--- src/rtl/mips_alu.sv ---
// rtl/mips_alu.sv - registered 32-bit MIPS-subset execute-stage ALU
module mips_alu (
  input  logic        clk,
  input  logic        rst_n,
  input  logic [31:0] instruction,
  input  logic [31:0] reg_A,
  input  logic [31:0] reg_B,
  output logic [31:0] result,
  output logic [2:0]  flags
);

  logic [5:0]  op;
  logic [5:0]  funct;
  logic [4:0]  rs;
  logic [4:0]  rt;
  logic [4:0]  shamt;
  logic [31:0] rega;
  logic [31:0] regb;
  logic [31:0] simm;
  logic [31:0] zimm;
  logic [31:0] nregb;
  logic [31:0] sum;
  logic [31:0] diff;
  logic [31:0] isum;
  logic        lt_s;
  logic        lt_u;
  logic        lti_s;
  logic        lti_u;
  logic [31:0] nxt_result;
  logic [2:0]  nxt_flags;

  assign op    = instruction[31:26];
  assign funct = instruction[5:0];
  assign rs    = instruction[25:21];
  assign rt    = instruction[20:16];
  assign shamt = instruction[10:6];

  // Register fields only steer between the two read ports; zero picks port A.
  assign rega = (rs == 5'd0) ? reg_A : reg_B;
  assign regb = (rt == 5'd0) ? reg_A : reg_B;

  assign simm  = {{16{instruction[15]}}, instruction[15:0]};
  assign zimm  = {16'd0, instruction[15:0]};
  assign nregb = ~regb + 32'd1;
  assign sum   = rega + regb;
  assign diff  = rega - regb;
  assign isum  = rega + simm;

  assign lt_s  = $signed(rega) < $signed(regb);
  assign lt_u  = rega < regb;
  assign lti_s = $signed(rega) < $signed(simm);
  assign lti_u = rega < simm;

  // Subtraction overflow is judged as the addition of rega and -regb.
  function automatic logic add_ovf(input logic [31:0] a, input logic [31:0] b,
                                   input logic [31:0] s);
    return (a[31] == b[31]) && (s[31] != a[31]);
  endfunction

  always_comb begin
    nxt_result = 32'd0;
    nxt_flags  = 3'b000;
    if (op == 6'b000000) begin
      case (funct)
        6'b100000: begin
          nxt_result   = sum;
          nxt_flags[0] = add_ovf(rega, regb, sum);
        end
        6'b100001: nxt_result = sum;
        6'b100010: begin
          nxt_result   = diff;
          nxt_flags[0] = add_ovf(rega, nregb, diff);
        end
        6'b100011: nxt_result = diff;
        6'b100100: nxt_result = rega & regb;
        6'b100101: nxt_result = rega | regb;
        6'b100110: nxt_result = rega ^ regb;
        6'b100111: nxt_result = ~(rega | regb);
        6'b101010: begin
          nxt_result   = {31'd0, lt_s};
          nxt_flags[1] = lt_s;
        end
        6'b101011: begin
          nxt_result   = {31'd0, lt_u};
          nxt_flags[1] = lt_u;
        end
        6'b000000: nxt_result = regb << shamt;
        6'b000010: nxt_result = regb >> shamt;
        6'b000011: nxt_result = $signed(regb) >>> shamt;
        6'b000100: nxt_result = regb << rega[4:0];
        6'b000110: nxt_result = regb >> rega[4:0];
        6'b000111: nxt_result = $signed(regb) >>> rega[4:0];
        default:   nxt_result = 32'd0;
      endcase
    end else begin
      case (op)
        6'b001000: begin
          nxt_result   = isum;
          nxt_flags[0] = add_ovf(rega, simm, isum);
        end
        6'b001001: nxt_result = isum;
        6'b001100: nxt_result = rega & zimm;
        6'b001101: nxt_result = rega | zimm;
        6'b001110: nxt_result = rega ^ zimm;
        6'b001010: begin
          nxt_result   = {31'd0, lti_s};
          nxt_flags[1] = lti_s;
        end
        6'b001011: begin
          nxt_result   = {31'd0, lti_u};
          nxt_flags[1] = lti_u;
        end
        6'b000100, 6'b000101: begin
          nxt_result   = diff;
          nxt_flags[2] = (rega == regb);
        end
        6'b100011, 6'b101011: nxt_result = isum;
        default: nxt_result = 32'd0;
      endcase
    end
  end

  always_ff @(posedge clk) begin
    if (!rst_n) begin
      result <= 32'd0;
      flags  <= 3'b000;
    end else begin
      result <= nxt_result;
      flags  <= nxt_flags;
    end
  end

endmodule

--- config.mk ---
export PLATFORM = sky130hd
export DESIGN_NAME = mips_alu
export DESIGN_NICKNAME = d
export VERILOG_FILES = /design/src/rtl/mips_alu.sv
export SDC_FILE = /design/constraint.sdc
export NUM_CORES = 1
export LEC_CHECK = 0
export CAP_MARGIN = 10
export CORE_MARGIN = 2
export CORE_UTILIZATION = 55
export CTS_CLUSTER_SIZE = 30
export DETAILED_ROUTE_END_ITERATION = 6
export DONT_BUFFER_PORTS = 1
export HOLD_SLACK_MARGIN = 0.03
export PLACE_DENSITY_LB_ADDON = 0.12
export SLEW_MARGIN = 25
export SYNTH_ARGS = -nofsm -noshare
export SYNTH_HDL_FRONTEND = slang
export SYNTH_SLANG_ARGS = --single-unit
--- constraint.sdc ---
create_clock -name clk -period 6.7 [get_ports clk]
set_input_delay 0.335 -clock clk [delete_from_list [all_inputs] [get_ports clk]]
set_output_delay 0.335 -clock clk [all_outputs]
set_load 0.02 [all_outputs]
; Word level (Yosys, flattened, before mapping)
; Index checks and enable logic that the tools add are counted.
[totals]
output_inout_bits = 35
reg_bits = 35
elab_cells = 82
[classes]
bitwise_logic = 10
n_reduce_logical = 12
n_lt_le_gt_ge = 4
n_addsub = 4
mux = 10
n_shift = 6
n_eq_ne = 33
[op_table]
columns = operator, count
row1 = $pmux 32 s14, 1
row2 = $pmux 32 s7, 1
row3 = $lt 32x32->1, 3
row4 = $mux 32, 3
row5 = $eq 6x6->1 const B, 12
row6 = $add 32x32->32, 2
row7 = $not 32->32, 2
row8 = $shl 32x5->32, 2
row9 = $shr 32x5->32, 2
row10 = $sshr 32x5->32, 2
row11 = $eq 6x4->1 const B, 7
row12 = $add 32x1->32 const B, 1
row13 = $and 32x16->32, 1
row14 = $and 32x32->32, 1
row15 = $eq 32x32->1, 1
row16 = $lt 32x16->1, 1
row17 = $or 32x16->32, 1
row18 = $or 32x32->32, 1
row19 = $sub 32x32->32, 1
row20 = $xor 32x16->32, 1
row21 = $xor 32x32->32, 1
row22 = $eq 6x3->1 const B, 5
row23 = $eq 6x2->1 const B, 2
row24 = $logic_not 6->1, 2
row25 = other kinds (11), 23

; Logic depth before layout (Yosys ltp)
; Gate-level depths: netlist of the first run.
[depth]
depth_word = 8
ltp_mapped = 19
ltp_nobuf = 17

; Worst setup path before layout of the first run
; Ideal clock, no wire load.
[synth_path]
kind = input to register
startpoint = input port instruction[23]
endpoint = register result[25]
arrival_ns = 4.673
required_ns = 6.567
path_stages = 17
path_buffers = 3
slack_ns = 1.893
cell_sequence = nor2_1 > nand2_1 > clkbuf_1 > clkbuf_1 > mux2_2 > ha_1 > buf_6 > or3_4 > or3b_1 > a311oi_2 > a21oi_2 > a311oi_4 > a211o_1 > a41oi_2 > xnor2_1 > a221oi_1 > o22ai_1
[synth_between]
elab_chain_cells = 6
elab_cells_between_ends = 18
[synth_rtl]
columns = element, line_no
row1 = "start, declared", 5  ; input logic [31:0] instruction,
row2 = $logic_not 5->1 (*), 39  ; assign rega = (rs == 5'd0) ? reg_A : reg_B;
row3 = $mux 32 (*), 39
row4 = "parallel branches: the longest is 3 deep, another holds $sub 32x32->32", n/a
row5 = $mux 32 (*), 63  ; if (op == 6'b000000) begin
row6 = "end signal, assigned", 128  ; result <= nxt_result;
row7 = "end, declared", 8  ; output logic [31:0] result,
; Every way passes the cells marked *.
; A chain may end at the register's enable or synchronous reset.

; Final worst setup path of the first run
[layout_path]
startpoint = input port instruction[17]
endpoint = register flags[0]
[layout_between]
elab_chain_cells = 8
elab_cells_between_ends = 14
[layout_rtl]
columns = element, line_no
row1 = $logic_not 5->1 (*), 40  ; assign regb = (rt == 5'd0) ? reg_A : reg_B;
row2 = $mux 32 (*), 40
row3 = $not 32->32, 44  ; assign nregb = ~regb + 32'd1;
row4 = $add 32x1->32, 44
row5 = $eq 1x1->1, 57  ; return (a[31] == b[31]) && (s[31] != a[31]);
row6 = $logic_and 1x1->1, 57
row7 = $pmux 1 s2 (*), 64  ; case (funct)
row8 = $mux 2 (*), 63
row9 = "end signal, assigned", 129  ; flags <= nxt_flags;
row10 = "end, declared", 9  ; output logic [2:0] flags
; Every way passes the cells marked *; elsewhere a longest branch is shown, timed or not.

==> metrics.csv, run 1 <==
metric;value;unit
row_count;64;
fin_crit;5.738;ns
ctsResizeCount;0;
drt_pass1_iterations;7;
synthTopCellsByArea;mux2i_1, ha_1, a21oi_1;
criticalPathCategory;in -> reg;
grt_pass1_vias;19370;
tns;0;ns
hold_class;in -> reg;
htreeDepth;2;
finalCritPeriodShare;85.64;%
io_pins;133;
syn-num-nets;2666;
ant_nets;0;
place.gp.congestion;1.136;
power_density;120.1;mW/mm^2
grt_max_degree;108;
grt_overflow_total;0;
ctsHoldBuffers;0;
maxCapViolCount;0;
syn_inst;2386;
vias;20660;
slew_headroom;21.53;%
grt_antenna_before_repair;4;
synth.distinct_cells;109;
seqCellArea;700.7;um^2
synth_edf_count;0;
startpoint_type;primary input;
avgViaCountPerCell;7.699;
finalSetupViolations;0;
ir_worst_vdd;0.0001014;V
yosysWarnings;0;
rsz0062_at_grt;false;
fin_cells;2683;
critPathSlowestCell;mux2i_2;
dieArea;0.03233;mm^2
grt_pass1_wl;128800;um
multiInputGateArea;0.01501;mm^2
yosysMostFrequentCell;mux2i_1;
die_w;179.8;um
clk_pin_slew;0.09;ns
worst-path-buf-inv;1;
p_leak;0.007566;uW
synth_area_per_cell;7.124;um^2
synthFlopType;dfxtp_1;
wirelength;89910;um
worst_pin_slew;1.173;ns
synth_top_area_share;16.55;%
synth_area;0.01700;mm^2
synth_common_cells;mux2i_1, nor2_1, a21oi_1, nand2_1, ha_1;
core-area;0.03051;mm^2
arrival;5.92;ns
cts_setup_buffers;0;
final-hold-violation-count;0;
cp_max_fo;18;
clk_path_buf_depth;2;
fillers;2975;
nNetsFinal;2564;
synth-seq-cells;35;
drc;6;
die_h;179.8;um
clockRootBuffer;clkbuf_16;
portBuffers;0;
place_inst;2673;
slew_viol_final;0;
area_growth;1.833;%
status;complete, but fails checks;
cp_top_family;compound AO/OA/AOI/OAI gates;
slowest_delay;0.86;ns
violations;design-rule violations;
initial_core_util;55.71;%
yosysSeqAreaShare;4.122;%
fmax;174.3;MHz
cts_tree;built;
worstPathRequired;6.89;ns
synth_top_cell_by_area;mux2i_1;
drive_gt1_share;8.621;%
globalRouteTotalUtil;52.80;%
crit_chain;nor3_2 > nand2_2 > mux2i_2 > inv_1 > ha_1 > nor4_4 > or3b_1 > a311oi_2 > a21oi_2 > a311oi_4 > a21o_1 > a211oi_1 > xnor2_1 > a211oi_1 > o31ai_1;
cts.sinks;35;
async_reset_ff_share;0;%
dp_hpwl;69580;um
end_kind;flop;
drtIter0Drc;3345;
numCtsBuffers;5;
wire_per_inst;33.51;um
cpMostUsedCell;a211oi_1;
[registers in the layout, indices dropped and copies added, names as in the netlist]
signal,count
flags,3
result,32
[power by group]
group / total [uW] / switching, uW / internal (uW)
Sequential: 222 / 9.07 / 213
Clock: 304 / 144 / 160
Combinational: 1550 / 1040 / 514
[logic make-up after synthesis]
group                    share of synthesized area (%)
AND/OR/NAND/NOR                                  18.22
adder cells (fa/ha/maj)                          13.53
XOR/XNOR                                         4.071
buffers and inverters                            8.009
multiplexers                                     20.75
flip-flops                                       4.122
AO/OA/AOI/OAI                                    31.30
[through the flow]
stage          utilization [%]  setup WS [ns]  area (um^2)  hold WS (ns)  power (uW)
3_3_place_gp             56.16          1.073        17140        0.4498        1666
6_report                 56.73         0.9622        17310       0.09996        2079
5_1_grt                  56.72         0.9824        17300        0.1128        2141
4_1_cts                  56.69          1.345        17300        0.1103        1973
3_5_place_dp             56.17          1.026        17140        0.4587        1676
2_1_floorplan                -          1.893        17000        0.5853        1280
[cells in the final DEF, fill, tap and decap left out, types with 21 or more instances in the layout]
| master | synthesis | routed |
|---|---|---|
| mux2i_1 | 281 | 281 |
| nor2_1 | 223 | 222 |
| a21oi_1 | 199 | 199 |
| nand2_1 | 189 | 188 |
| ha_1 | 179 | 179 |
| o21ai_0 | 147 | 147 |
| inv_1 | 129 | 129 |
| xnor2_1 | 73 | 73 |
| buf_4 | 12 | 54 |
| mux2_2 | 49 | 49 |
| nor3_1 | 50 | 49 |
| nand3_1 | 46 | 46 |
| o22ai_1 | 42 | 42 |
| o211ai_1 | 40 | 40 |
| a211oi_1 | 37 | 36 |
| dfxtp_1 | 35 | 35 |
| a31oi_1 | 35 | 31 |
| a21o_1 | 31 | 31 |
| nor4_1 | 29 | 29 |
| a221oi_1 | 22 | 22 |
| a22oi_1 | 21 | 21 |
[final timing paths]
| path | endpoint | slack, ns | start | cells past startpoint |
|---|---|---|---|---|
| setup / recovery | flags[0] | 0.96 | instruction[17] | 15 |
| hold / removal | result[29] | 0.1 | rst_n | 1 |
[layer usage]
layer | part of all wire [%] | wire length, um | up-vias | global-route usage (%)
met4 | 8.3 | 7440 | 6 | 34.11
li1 | - | - | 8669 | -
met2 | 39 | 35350 | 1844 | 75.11
met3 | 16 | 14660 | 479 | 22.16
met5 | 0.23 | 204 | - | 4.296
met1 | 36 | 32260 | 9658 | 64.60
[final cells by class]
class / count / area share, %
timing repair buffer: 54 / 2.342
sequential: 35 / 4.048
antenna: 2 / 0.02891
tap: 396 / 2.863
inverter: 143 / 3.101
clock buffer: 7 / 0.8819
clock inverter: 1 / 0.04337
multi-input combinational: 2045 / 86.69
Note: power is estimated with default switching activity, not from simulation.
==> run 2: changes to the inputs <==
--- a/config.mk
+++ b/config.mk
@@ -5,13 +5,13 @@
 export SDC_FILE = /design/constraint.sdc
 export NUM_CORES = 1
 export LEC_CHECK = 0
-export CAP_MARGIN = 10
 export CORE_MARGIN = 2
 export CORE_UTILIZATION = 55
-export CTS_CLUSTER_SIZE = 30
+export CTS_CLUSTER_SIZE = 28
 export DETAILED_ROUTE_END_ITERATION = 6
 export DONT_BUFFER_PORTS = 1
 export HOLD_SLACK_MARGIN = 0.03
+export MAX_ROUTING_LAYER = met4
 export PLACE_DENSITY_LB_ADDON = 0.12
 export SLEW_MARGIN = 25
 export SYNTH_ARGS = -nofsm -noshare
==> run 2 against run 1 <==
  * The flow still finishes with violations (design-rule violations)
  * Via count grew 0.63%
  * Sequential share of layout area barely moved
  * Utilization is 0.15 points higher
  * Critical endpoint is now result[30]
==> metrics.csv, run 2 (synthesis results as in run 1) <==
metric;value;unit;change
dieArea;0.03233;mm^2;unchanged
cts.sinks;35;;unchanged
startpoint_type;primary input;;unchanged
worstPathRequired;6.86;ns;was 6.89 ns
place_inst;2674;;was 2,673
die_h;179.8;um;unchanged
regMostFlops;result;;unchanged
tns;0;ns;unchanged
clockRootBuffer;clkbuf_16;;unchanged
wire_per_inst;33.30;um;was 33.51 um
rsz0062_at_grt;false;;unchanged
layout_commonest_cell;mux2i_1;;unchanged
core-area;0.03051;mm^2;unchanged
cts_tree;built;;unchanged
io_pins;133;;unchanged
final-hold-violation-count;0;;unchanged
drt_pass1_iterations;7;;unchanged
min_to;result[29];;unchanged
status;complete, but fails checks;;unchanged
drc;5;;was 6
ir_worst_vdd;0.00008697;V;was 0.0001014 V
dpl-instance-area;0.01714;mm^2;unchanged
portBuffers;0;;unchanged
grt_max_degree;108;;unchanged
busiest_layer;met2;;unchanged
slew_headroom;27.16;%;was 21.53%
hold_class;in -> reg;;unchanged
clk_pin_slew;0.07;ns;was 0.09 ns
initial_core_util;55.71;%;unchanged
vias;20790;;was 20.66k
place.gp.congestion;1.209;;was 1.136
worstSetupStartpoint;instruction[17];;unchanged
p_leak;0.007594;uW;was 0.007566 uW
violations;design-rule violations;;unchanged
holdWs;0.1405;ns;was 0.09996 ns
grt_overflow_total;0;;unchanged
whs_path_depth;1;;unchanged
grt_pass1_vias;19150;;was 19.37k
numCtsBuffers;5;;unchanged
finalCritPeriodShare;86.61;%;was 85.64%
slew_viol_final;0;;unchanged
cp_max_fo;27;;was 18
ant_nets;0;;unchanged
criticalPathCategory;in -> reg;;unchanged
power_density;120.2;mW/mm^2;was 120.1 mW/mm^2
drive_gt1_share;8.570;%;was 8.621%
globalRouteTotalUtil;53.82;%;was 52.80%
row_count;64;;unchanged
fmax;172.3;MHz;was 174.3 MHz
die_w;179.8;um;unchanged
grtUsageMet1;66.95;%;was 64.60%
htreeDepth;2;;unchanged
wirelength;89410;um;was 89,910 um
fin_area;0.01736;mm^2;was 0.01731 mm^2
area_growth;2.105;%;was 1.833%
maxCapViolCount;0;;unchanged
fin_crit;5.803;ns;was 5.738 ns
top_regs;result (32), flags (3);;unchanged
clk_path_buf_depth;2;;unchanged
dp_hpwl;69810;um;was 69,580 um
end_kind;flop;;unchanged
met3_usage;19.25;%;was 22.16%
nNetsFinal;2567;;was 2,564
min_from;rst_n;;unchanged
ctsHoldBuffers;0;;unchanged
worst_pin_slew;1.089;ns;was 1.173 ns
arrival;5.96;ns;was 5.92 ns
avgViaCountPerCell;7.742;;was 7.699
drtIter0Drc;3928;;was 3,345
largest_reg_flops;32;;unchanged
mostFrequentLayoutCells;mux2i_1, nor2_1, a21oi_1;;unchanged
ctsResizeCount;0;;unchanged
grt_antenna_before_repair;2;;was 4
grt_pass1_wl;128100;um;was 128,800 um
finalSetupViolations;0;;unchanged
grt.met2_usage;74.79;%;was 75.11%
fin_cells;2685;;was 2,683
cts_setup_buffers;0;;unchanged
[run 2: cell count changes in the layout (fill, tap and decap cells not counted), sizes merged]
| cell | before | now |
|---|---|---|
| clkbuf | 7 | 6 |
| buf | 54 | 57 |
| clkinvlp | 1 | 0 |
| bufinv | 0 | 1 |
[run 2: worst max-delay path by stage]
stage / to / slack [ns]
global route: result[30] / 0.73
CTS: result[30] / 1.26
finish: result[30] / 0.90
floorplan: result[25] / 1.89
detailed placement: result[30] / 0.91
global placement: result[30] / 0.94
[run 2: layout make-up]
class | count | area [um^2]
multi-input cells | 2045 | 14990
fillers | 3019 | 13150
flip-flops and latches | 35 | 700.7
inverters | 143 | 536.8
well taps | 396 | 495.5
repair buffers | 57 | 467.9
clock buffers | 6 | 128.9
clock inverters | 1 | 30.03
diodes | 2 | 5.005
[run 2: worst max-delay path, cell delays in order]
cell and delay [ns]:
nor3_2 0.24, nand2_2 0.62, mux2_2 0.58, clkinv_1 0.43, ha_1 0.42, nor2_1 0.12, a2bb2oi_1 0.15, a21oi_1 0.43
nor2_1 0.14, nor3_1 0.71, a21oi_1 0.29, o2111ai_1 0.25, o211ai_1 0.25, a221oi_1 0.85, nand3_1 0.14
[run 2: per-layer routing]
metal  vias up  share of wire [%]
met5         -                  0
met3       499                 16
li1       8670                  -
met2      1967                 39
met1      9651                 37
met4         0                7.9
[run 2: power breakdown]
group / switching (uW) / internal [uW] / total, uW / leakage (uW)
logic: 1040 / 517 / 1560 / 0.00723
clock network: 135 / 175 / 310 / 0.0000769
registers: 9.09 / 213 / 222 / 0.000283
[run 2: through the flow]
step | power [uW] | utilization (%) | setup WS [ns]
finish | 2087 | 56.89 | 0.8974
global route | 2145 | 56.89 | 0.7339
global placement | 1664 | 56.17 | 0.9433
detailed placement | 1677 | 56.17 | 0.9147
floorplan | 1280 | - | 1.893
CTS | 1985 | 56.69 | 1.257
